## src/rtl/csr_access_seq.sv

```systemverilog
// Multi-cycle sequencer that issues CSR read / read-modify-write and trap strobes
// for one SYSTEM instruction at a time and returns the result via valid/ready.
module csr_access_seq #(
    parameter bit SUPPRESS_X0_SET = 1'b1
) (
    input  logic        clk,
    input  logic        rst,
    input  logic        in_valid,
    output logic        in_ready,
    input  logic [31:0] inst,
    input  logic [31:0] pc,
    input  logic [31:0] rs1_data,
    output logic [2:0]  csr_ctr,
    output logic [11:0] csr_addr,
    output logic [31:0] csr_wd,
    output logic [31:0] csr_pc,
    input  logic [31:0] csr_rd,
    input  logic [31:0] csr_pc_out,
    output logic        out_valid,
    input  logic        out_ready,
    output logic        rd_we,
    output logic [4:0]  rd_addr,
    output logic [31:0] rd_wdata,
    output logic        redirect,
    output logic [31:0] redirect_pc,
    output logic        illegal
);

    typedef enum logic [2:0] {StIdle, StRead, StWrite, StTrap, StResp} state_e;
    typedef enum logic [2:0] {OpCsrrw, OpCsrrs, OpEcall, OpMret, OpIllegal} op_e;

    function automatic logic csr_supported(input logic [11:0] a);
        logic ok;
        ok = 1'b0;
        case (a)
            12'h300, 12'h305, 12'h341, 12'h342: ok = 1'b1;
            default: ok = 1'b0;
        endcase
        return ok;
    endfunction

    function automatic op_e decode(input logic [31:0] w);
        op_e op;
        op = OpIllegal;
        if (w[6:0] == 7'b1110011) begin
            case (w[14:12])
                3'b001: op = OpCsrrw;
                3'b010: op = OpCsrrs;
                3'b000: begin
                    if (w[31:20] == 12'h000) begin
                        op = OpEcall;
                    end else if (w[31:20] == 12'h302) begin
                        op = OpMret;
                    end
                end
                default: op = OpIllegal;
            endcase
            // Unknown CSRs are rejected before any strobe is issued.
            if ((op == OpCsrrw || op == OpCsrrs) && !csr_supported(w[31:20])) begin
                op = OpIllegal;
            end
        end
        return op;
    endfunction

    state_e      state_q, state_d;
    logic [31:0] inst_q, pc_q, rs1_q, old_q, redir_pc_q;
    op_e         op_in, op_lat;

    assign op_in  = decode(inst);
    assign op_lat = decode(inst_q);

    always_ff @(posedge clk or posedge rst) begin
        if (rst) begin
            state_q <= StIdle;
        end else begin
            state_q <= state_d;
        end
    end

    always_ff @(posedge clk or posedge rst) begin
        if (rst) begin
            inst_q     <= '0;
            pc_q       <= '0;
            rs1_q      <= '0;
            old_q      <= '0;
            redir_pc_q <= '0;
        end else begin
            if (state_q == StIdle && in_valid) begin
                inst_q <= inst;
                pc_q   <= pc;
                rs1_q  <= rs1_data;
            end
            if (state_q == StRead) begin
                old_q <= csr_rd;
            end
            if (state_q == StTrap) begin
                redir_pc_q <= csr_pc_out;
            end
        end
    end

    always_comb begin
        state_d = state_q;
        unique case (state_q)
            StIdle: begin
                if (in_valid) begin
                    case (op_in)
                        OpCsrrw, OpCsrrs: state_d = StRead;
                        OpEcall, OpMret:  state_d = StTrap;
                        default:          state_d = StResp;
                    endcase
                end
            end
            StRead:  state_d = StWrite;
            StWrite: state_d = StResp;
            StTrap:  state_d = StResp;
            StResp: begin
                if (out_ready) begin
                    state_d = StIdle;
                end
            end
            default: state_d = StIdle;
        endcase
    end

    always_comb begin
        in_ready    = 1'b0;
        csr_ctr     = 3'b000;
        csr_addr    = '0;
        csr_wd      = '0;
        csr_pc      = '0;
        out_valid   = 1'b0;
        rd_we       = 1'b0;
        rd_addr     = '0;
        rd_wdata    = '0;
        redirect    = 1'b0;
        redirect_pc = '0;
        illegal     = 1'b0;
        unique case (state_q)
            StIdle: in_ready = 1'b1;
            StRead: csr_addr = inst_q[31:20];
            StWrite: begin
                csr_addr = inst_q[31:20];
                csr_wd   = rs1_q;
                if (op_lat == OpCsrrw) begin
                    csr_ctr = 3'b100;
                end else if (!(SUPPRESS_X0_SET && inst_q[19:15] == 5'd0)) begin
                    csr_ctr = 3'b110;
                end
            end
            StTrap: begin
                if (op_lat == OpEcall) begin
                    csr_ctr = 3'b010;
                    csr_pc  = pc_q;
                end else begin
                    csr_ctr = 3'b011;
                end
            end
            StResp: begin
                out_valid = 1'b1;
                rd_addr   = inst_q[11:7];
                case (op_lat)
                    OpCsrrw, OpCsrrs: begin
                        rd_we    = (inst_q[11:7] != 5'd0);
                        rd_wdata = old_q;
                    end
                    OpEcall, OpMret: begin
                        redirect    = 1'b1;
                        redirect_pc = redir_pc_q;
                    end
                    default: illegal = 1'b1;
                endcase
            end
            default: in_ready = 1'b0;
        endcase
    end

endmodule
```

## config.mk

```make
export PLATFORM = sky130hd
export DESIGN_NAME = csr_access_seq
export DESIGN_NICKNAME = d
export VERILOG_FILES = /design/src/rtl/csr_access_seq.sv
export SDC_FILE = /design/constraint.sdc
export NUM_CORES = 1
export LEC_CHECK = 0
export ABC_CLOCK_PERIOD_IN_PS = 4900
export CELL_PAD_IN_SITES_DETAIL_PLACEMENT = 1
export CELL_PAD_IN_SITES_GLOBAL_PLACEMENT = 2
export CORE_ASPECT_RATIO = 0.75
export CORE_MARGIN = 5
export CORE_UTILIZATION = 24
export CTS_BUF_LIST = sky130_fd_sc_hd__clkbuf_8
export DETAILED_ROUTE_END_ITERATION = 10
export PLACE_DENSITY_LB_ADDON = 0.1
export SETUP_SLACK_MARGIN = 0.3
export SYNTH_ARGS = -nofsm -noshare
export SYNTH_HDL_FRONTEND = slang
export SYNTH_SLANG_ARGS = --single-unit
```

## constraint.sdc

```tcl
create_clock -name clk -period 4.9 [get_ports clk]
set_input_delay 0.735 -clock clk [delete_from_list [all_inputs] [get_ports clk]]
set_output_delay 0.735 -clock clk [all_outputs]
set_load 0.005 [all_outputs]
```

**Yosys cells after proc, flatten, opt, wreduce, memory -nomap -nowiden**

Cells that the tools add are included.

- Register bits after elaboration: 163
- Bits of input ports: 164
- Output and inout port bits: 153
- Word-level logic and storage cells: 105

- Equal/unequal tests: 30
- Multiplexer cells: 41
- Reduce and logical (&&, ||, !) cells: 28

Operators with widths:

| operator | number |
|---|---|
| $mux W32 | 7 |
| $eq A12 B10 Y1 const B | 10 |
| $mux W3 | 14 |
| $eq A3 B2 Y1 const B | 8 |
| $logic_not A12 Y1 | 2 |
| $eq A3 B1 Y1 const B | 7 |
| $logic_not A3 Y1 | 7 |
| $pmux W3 S3 | 2 |
| $eq A7 B7 Y1 const B | 2 |
| $mux W1 | 13 |
| $mux W12 | 1 |
| $pmux W3 S2 | 2 |
| $pmux W3 S4 | 1 |
| $reduce_or A2 Y1 | 6 |
| $reduce_or A4 Y1 | 3 |
| $logic_not A5 Y1 | 1 |
| $mux W5 | 1 |
| $reduce_bool A5 Y1 | 1 |
| $ne A2 B2 Y1 const B | 2 |
| $eq A3 B3 Y1 const B | 1 |
| $logic_and A1 B1 Y1 | 3 |
| $logic_not A1 Y1 | 2 |
| $logic_or A1 B1 Y1 | 2 |
| $reduce_and A2 Y1 | 1 |

**Depth between registers and ports, before layout**

Gate-level depths: netlist of the first run.

- Depth after elaboration: 15
- Depth in mapped cells: 7
- Mapped depth without buffers: 4

**Worst setup path after synthesis of the first run**

OpenSTA, ideal clock, no wires.

- Kind: reg-to-output
- Start: register inst_q[2]
- End: output csr_pc[22]
- Arrival: 1.640 ns
- Required time: 4.165 ns
- Path slack: 2.525 ns
- Cell stages (with the launch flop): 6
- Buffers on the path: 1
- Path through: dfrtp_1 > and4b_1 > nand4b_1 > a2111oi_4 > buf_6 > and3_1

- Cells in the longest elaborated chain, start to end: 5

RTL lines:

| item | line | source |
|---|---|---|
| from (decl) | 67 | `logic [31:0] inst_q, pc_q, rs1_q, old_q, redir_pc_q;` |
| from (signal assigned) | 90 | `inst_q <= inst;` |
| $eq A7 B7 Y1 | 45 | `if (w[6:0] == 7'b1110011) begin` |
| $mux W3 | 45 |  |
| $eq A3 B2 Y1 | 153 | `if (op_lat == OpEcall) begin` |
| $mux W32 | 153 |  |
| $mux W32 | 140 | `unique case (state_q)` |
| to (decl) | 16 | `output logic [31:0] csr_pc,` |

No other way between the ends.

**Final worst setup path of the first run**

- Start: register state_q[0]
- End: output rd_wdata[21]

- Cells in the longest elaborated chain, start to end: 2

RTL lines:

| item | line | source |
|---|---|---|
| from (decl) | 66 | `state_e state_q, state_d;` |
| from (signal assigned) | 75 | `state_q <= StIdle;` |
| from (signal assigned) | 77 | `state_q <= state_d;` |
| $eq A3 B3 Y1 | 140 |  |
| $mux W32 | 140 |  |
| to (decl) | 23 | `output logic [31:0] rd_wdata,` |

No other way between the ends.

==> flow_summary.json, run 1 <==
{
  "yosys.area_share.simple_pct": 21.4,
  "async_flop_share_pct": 100,
  "min_path_type": "register to register",
  "min-delay-start": "redir_pc_q[2]",
  "hold_violations": 0,
  "synth_top_cell_by_area": "dfrtp_1",
  "finalCritPeriodShare_pct": 74.9,
  "irDropWorstVdd_mv": 0.167,
  "antenna_found_initial": 6,
  "min_to": "redir_pc_q[2]",
  "dr.pass1.iters": 4,
  "cp.arrival_ns": 2.94,
  "synth_mux_area_share_pct": 18.9,
  "cts_tree": "done",
  "clock-sinks": 163,
  "drt_iter0_markers": 169,
  "drcViolationCount": 0,
  "hold_buffers": 0,
  "clk_latency_ns": 0.49,
  "syn_area_um2": 7550,
  "fin_nets": 1120,
  "worstMarginPinSlew_ns": 0.924,
  "synth_area_leaders": "dfrtp_1, mux2_2, mux2_1",
  "grt_first_pass_wirelength_um": 40200,
  "regArea_um2": 4080,
  "synth-xor-area-share_pct": 0.464,
  "overflow": 0,
  "fill_cells": 3406,
  "grt_pass1_vias": 6480,
  "viasPerCell": 4.29,
  "rsz0062_at_grt": "no",
  "synthAdderAreaFrac_pct": 0,
  "critPathMaxFanout": 33,
  "synth_nets": 813,
  "slew_viol_final": 0,
  "synth_edf_count": 0,
  "p_total_uw": 4110,
  "die_w_um": 215,
  "num_io_pins": 317,
  "wirelength_um": 26000,
  "switchingPower_uw": 1180,
  "floorplan.die_area_um2": 35100,
  "whs_path_depth": 2,
  "timing.rr.end": "pc_q[4]",
  "yosysWarnings": 0,
  "synth_top_area_share_pct": 54.0,
  "final_cell_mix": "clkdlybuf4s50_1, dfrtp_1, nand2_1",
  "seq_power_share_pct": 49.5,
  "setup-tns-final_ns": 0,
  "hpwl_um": 19000,
  "core.rowCount": 56,
  "start_kind": "register",
  "synth_top_family_by_area": "simple AND/OR/NAND/NOR gates",
  "crit_start": "state_q[0]",
  "required_ns": 4.16,
  "skew_ns": 0.00878,
  "cts_max_level": 4,
  "synth-seq-cells": 163,
  "routedWlPerCell_um": 18.9,
  "vias": 5903,
  "cts_made_buffers": 17,
  "synth_flop_cell": "dfrtp_1",
  "ant_nets": 0,
  "initial_utilization_pct": 24.2,
  "intPower_uw": 2930,
  "area_delta_synth_final_pct": 53.8,
  "cts_root_buf": "clkbuf_8",
  "status": "finished, final reports clean",
  "drive_gt1_share_pct": 12.6,
  "comb_power_share_pct": 22.6,
  "fin_crit_ns": 3.67,
  "p_leak_uw": 0.00486,
  "worst-setup-path-type": "register to primary output",
  "post_cts_buffers": 0,
  "ys_types": 49,
  "p_per_area_nw_per_um2": 354,
  "syn_inst": 649,
  "multiInputGateArea_um2": 3280,
  "portBuffers": 316,
  "worstSetupEndpointType": "primary output",
  "gp_congestion": 0.713,
  "fp.dieH_um": 164,
  "final_common_cell": "clkdlybuf4s50_1",
  "clock.fmax_mhz": 272,
  "clkTransAtPathRegs_ns": 0.09,
  "slew_headroom_pct": 38.2,
  "switching_share_pct": 28.7,
  "rrSetupSlack_ns": 2.37,
  "max_cap_viol_count": 0,
  "clock_path_buffers": 2,
  "grtUsageTotal_pct": 14.9,
  "synth-seq-area-share_pct": 54.0,
  "reg2reg_depth": 4,
  "synth_compound_area_share_pct": 2.30,
  "syn_avg_cell_area_um2": 11.6,
  "rr_startpoint": "state_q[2]",
  "pwr-share-clk_pct": 27.9,
  "core_um2": 31200,
  "setup_violations": 0,
  "cts_resized": 0,
  "holdWs_ns": 0.473,
  "grt_max_degree": 71
}
==> synthesized netlist by cell type, types with 4 or more instances <==
cell type and count:
dfrtp_1 163, buf_2 19, mux2_2 69, clkbuf_1 16
nor3_1 5, nor2b_1 11, and3_1 39, mux2_1 58
nor2_1 10, and2_1 98, nand2_1 103, nor4bb_1 4
==> critical path, stage by stage, from the launching register on <==
cell and delay, ns:
dfrtp_1 0.47, nor2_1 0.35, nand2_1 0.28, nor4_4 0.27
buf_4 0.34, and2_1 0.19, clkdlybuf4s50_1 0.52
==> metrics by stage <==
step / area [µm²] / util (%) / instances / setup WS [ns]
floorplan: 7550 / - / 649 / 2.09
global placement: 11200 / 35.8 / 1343 / 1.67
detailed placement: 11200 / 35.8 / 1343 / 1.67
CTS: 11600 / 37.2 / 1375 / 1.08
global route: 11600 / 37.2 / 1375 / 0.837
finish: 11600 / 37.3 / 1376 / 1.23
==> flip-flops by register name, summed over array words and instances, names as in the netlist <==
name	cells
inst_q	32
rs1_q	32
redir_pc_q	32
pc_q	32
state_q	3
old_q	32
==> cells by family (layout without fill, tap and decap cells) <==
family	after synthesis	count (layout)
buffers and inverters	43	363
and+or+nand+nor	292	292
xor gates and xnor gates	4	4
AOI/OAI and AO/OA	20	20
DFF	163	163
muxes	127	127
other	0	1
==> metal layers <==
layer	vias up	GRT usage, %	wire [µm]	share of wire [%]
li1	2808	-	-	-
met1	2898	18.8	11600	45
met2	149	22.9	11800	46
met3	36	6.93	2110	8.1
met4	12	4.18	344	1.3
met5	-	0	69	0.27
==> power by group through the flow <==
stage	clock, µW	sequential, µW	combinational [µW]
after floorplan	0	1930	648
after global placement	0	2070	925
after detailed placement	0	2070	949
after CTS	1210	2040	951
after global routing	1270	2100	1020
final	1150	2030	926
==> worst max path at each step <==
stage / cells past startpoint / slack [ns] / endpoint
2_1_floorplan: 1 / 2.09 / inst_q[0]
3_3_place_gp: 6 / 1.67 / rd_wdata[11]
3_5_place_dp: 6 / 1.67 / rd_wdata[18]
4_1_cts: 6 / 1.08 / rd_wdata[18]
5_1_grt: 6 / 0.84 / rd_wdata[24]
6_report: 6 / 1.23 / rd_wdata[21]
==> layout make-up <==
cell class | count | area share (%)
well taps | 406 | 4.37
repair buffers | 328 | 28.2
diodes | 1 | 0.0215
clock buffers | 20 | 2.37
inverters | 3 | 0.129
multi-input cells | 443 | 28.2
flip-flops and latches | 163 | 35.1
clock inverters | 12 | 1.53
No activity file was read; power rests on OpenSTA's default activity.
==> run 2, diff against run 1 <==
Settings changed: ABC_CLOCK_PERIOD_IN_PS 4900 to 3200.
Clock period 4.9 ns to 3.2 ns, I/O delays scaled along.
==> run 2 against run 1 <==
Effect of this change:
- cell area rose by 12%
- critical path depth up 4
- clock skew grew 0.0027 ns
- combinational power increased by 91%
- die area unchanged
- register-to-register slack got worse by 1.3 ns
- via count grew 5.3%
- largest power group unchanged
- highest routed layer unchanged
==> flow_summary.json, run 2 (synthesized netlist as in run 1, its figures left out) <==
{
  "status": "finished, final reports clean",
  "rsz0062_at_grt": "yes",
  "holdWs_ns": 0.479,
  "slew_headroom_pct": 43.1,
  "crit_chain": "buf_12, nor4bb_4, a311oi_4, nor4_4, buf_6, buf_6, buf_16, buf_8, and2_4, buf_6",
  "die_w_um": 215,
  "area_delta_synth_final_pct": 72.8,
  "cts_made_buffers": 17,
  "ant_nets": 0,
  "wl_met2_um": 13300,
  "top_layer_used": "met5",
  "p_leak_uw": 0.00566,
  "hold_violations": 0,
  "hold_buffers": 0,
  "cts_max_level": 4,
  "fin_util_pct": 41.8,
  "final_area_um2": 13000,
  "irDropWorstVdd_mv": 0.279,
  "wl_met3_um": 1970,
  "place_area_um2": 11300,
  "drt_iter0_markers": 176,
  "wl_met1_um": 12500,
  "clk_latency_ns": 0.46,
  "num_io_pins": 317,
  "core.rowCount": 56,
  "fp.dieH_um": 164,
  "max_cap_viol_count": 0,
  "wirelength_um": 28100,
  "grt_first_pass_wirelength_um": 42400,
  "drive_gt1_share_pct": 38.5,
  "clock.fmax_mhz": 330,
  "dp_slack_ns": 0.319,
  "setup_ws_ns": 0.167,
  "fin_nets": 1190,
  "required_ns": 2.72,
  "critPathMaxFanout": 7,
  "worstSetupEndpointType": "primary output",
  "cts_root_buf": "clkbuf_8",
  "drcViolationCount": 0,
  "worst-setup-path-type": "register to primary output",
  "max_stage_delay_ns": 0.47,
  "viasPerCell": 4.30,
  "worstMarginPinSlew_ns": 0.852,
  "cpMaxStageDelayCell": "dfrtp_2",
  "dr.pass1.iters": 4,
  "fin_crit_ns": 3.03,
  "setup-tns-final_ns": 0,
  "final_common_cell": "clkdlybuf4s50_1",
  "vias": 6217,
  "grt_max_degree": 38,
  "setup_violations": 0,
  "overflow": 0,
  "min_path_type": "register to register",
  "initial_utilization_pct": 24.2,
  "grtUsageTotal_pct": 15.7,
  "clkTransAtPathRegs_ns": 0.09,
  "crit_top_cell": "buf_6",
  "antenna_found_initial": 6,
  "clock-sinks": 163,
  "finalCritPeriodShare_pct": 94.8,
  "routedWlPerCell_um": 19.4,
  "p_per_area_nw_per_um2": 484,
  "core_um2": 31200,
  "cp.arrival_ns": 2.55,
  "hpwl_um": 19200,
  "floorplan.die_area_um2": 35100,
  "final_cell_mix": "clkdlybuf4s50_1, dfrtp_1, buf_6",
  "start_kind": "register",
  "clock_path_buffers": 2,
  "slew_viol_final": 0,
  "portBuffers": 316,
  "gp_congestion": 0.696,
  "cts_tree": "done",
  "grt_pass1_vias": 6819,
  "fill_cells": 3349,
  "skew_ns": 0.0115
}
run 2: cell types whose count changed in the layout (fill, tap and decap cells not counted), moves of 21 or more:
| cell | previous run | this run |
|---|---|---|
| buf_6 | 0 | 108 |
| clkdlybuf4s50_1 | 316 | 214 |
| and2_1 | 97 | 39 |
| and2_4 | 1 | 59 |
| and3_1 | 39 | 7 |
| and3_4 | 0 | 32 |
| buf_4 | 10 | 31 |
run 2: worst paths after layout:
| kind | startpoint | slack [ns] | cells past startpoint | endpoint |
|---|---|---|---|---|
| worst min-delay path | redir_pc_q[23] | 0.48 | 2 | redir_pc_q[23] |
| max in group asynchronous | rst | 2.01 | 3 | rs1_q[24] |
| min in group asynchronous | rst | 0.52 | 2 | old_q[2] |
| worst max register to register | state_q[2] | 1.12 | 5 | redir_pc_q[21] |
| worst min register to register | redir_pc_q[23] | 0.48 | 2 | redir_pc_q[23] |
| worst max-delay path | inst_q[21] | 0.17 | 10 | rd_wdata[17] |
run 2: area by class of cell:
| type | instances | area [µm²] | area share, % |
|---|---|---|---|
| multi-input combinational | 443 | 3710 | 28.4 |
| inverter | 3 | 15.0 | 0.115 |
| timing repair buffer | 398 | 4360 | 33.4 |
| clock inverter | 11 | 76.3 | 0.585 |
| tap | 406 | 508 | 3.89 |
| antenna | 1 | 2.50 | 0.0192 |
| clock buffer | 21 | 289 | 2.21 |
| sequential | 163 | 4090 | 31.3 |
run 2: where the power goes:
| part | switching, µW | internal [µW] |
|---|---|---|
| logic | 668 | 1110 |
| registers | 406 | 2690 |
| clock network | 823 | 619 |
run 2: per-layer routing:
| metal | vias up | global-route usage (%) |
|---|---|---|
| met5 | - | 0 |
| met4 | 12 | 2.81 |
| met3 | 21 | 6.34 |
| met2 | 140 | 25.3 |
| met1 | 3102 | 20.3 |
| li1 | 2942 | - |
run 2: worst max-delay path, delay by kind of cell, from the launching register on:
| family | cells | cell delay (ns) |
|---|---|---|
| DFF | 1 | 0.47 |
| and+or+nand+nor | 3 | 0.76 |
| AOI/OAI and AO/OA | 1 | 0.11 |
| buffers and inverters | 6 | 0.75 |
run 2: what timing repair did:
action / in CTS / in global routing
endpoints found under the setup margin: 146 / 145
buffers inserted: 46 / 7
pin swaps: 34 / 54
cloned: 9 / 0
resized for setup: 429 / 206
run 2: metrics by stage:
stage	power (µW)	cells
final	6310	1446
after global routing	6740	1445
after CTS	6350	1438
after detailed placement	4630	1351
after global placement	4590	1351
after floorplan	3950	649
==> run 3, diff against run 2 <==
Settings changed: CAP_MARGIN set to 20.
==> results of run 3 <==
Final layout, timing and power as in run 2 (identical DEF).
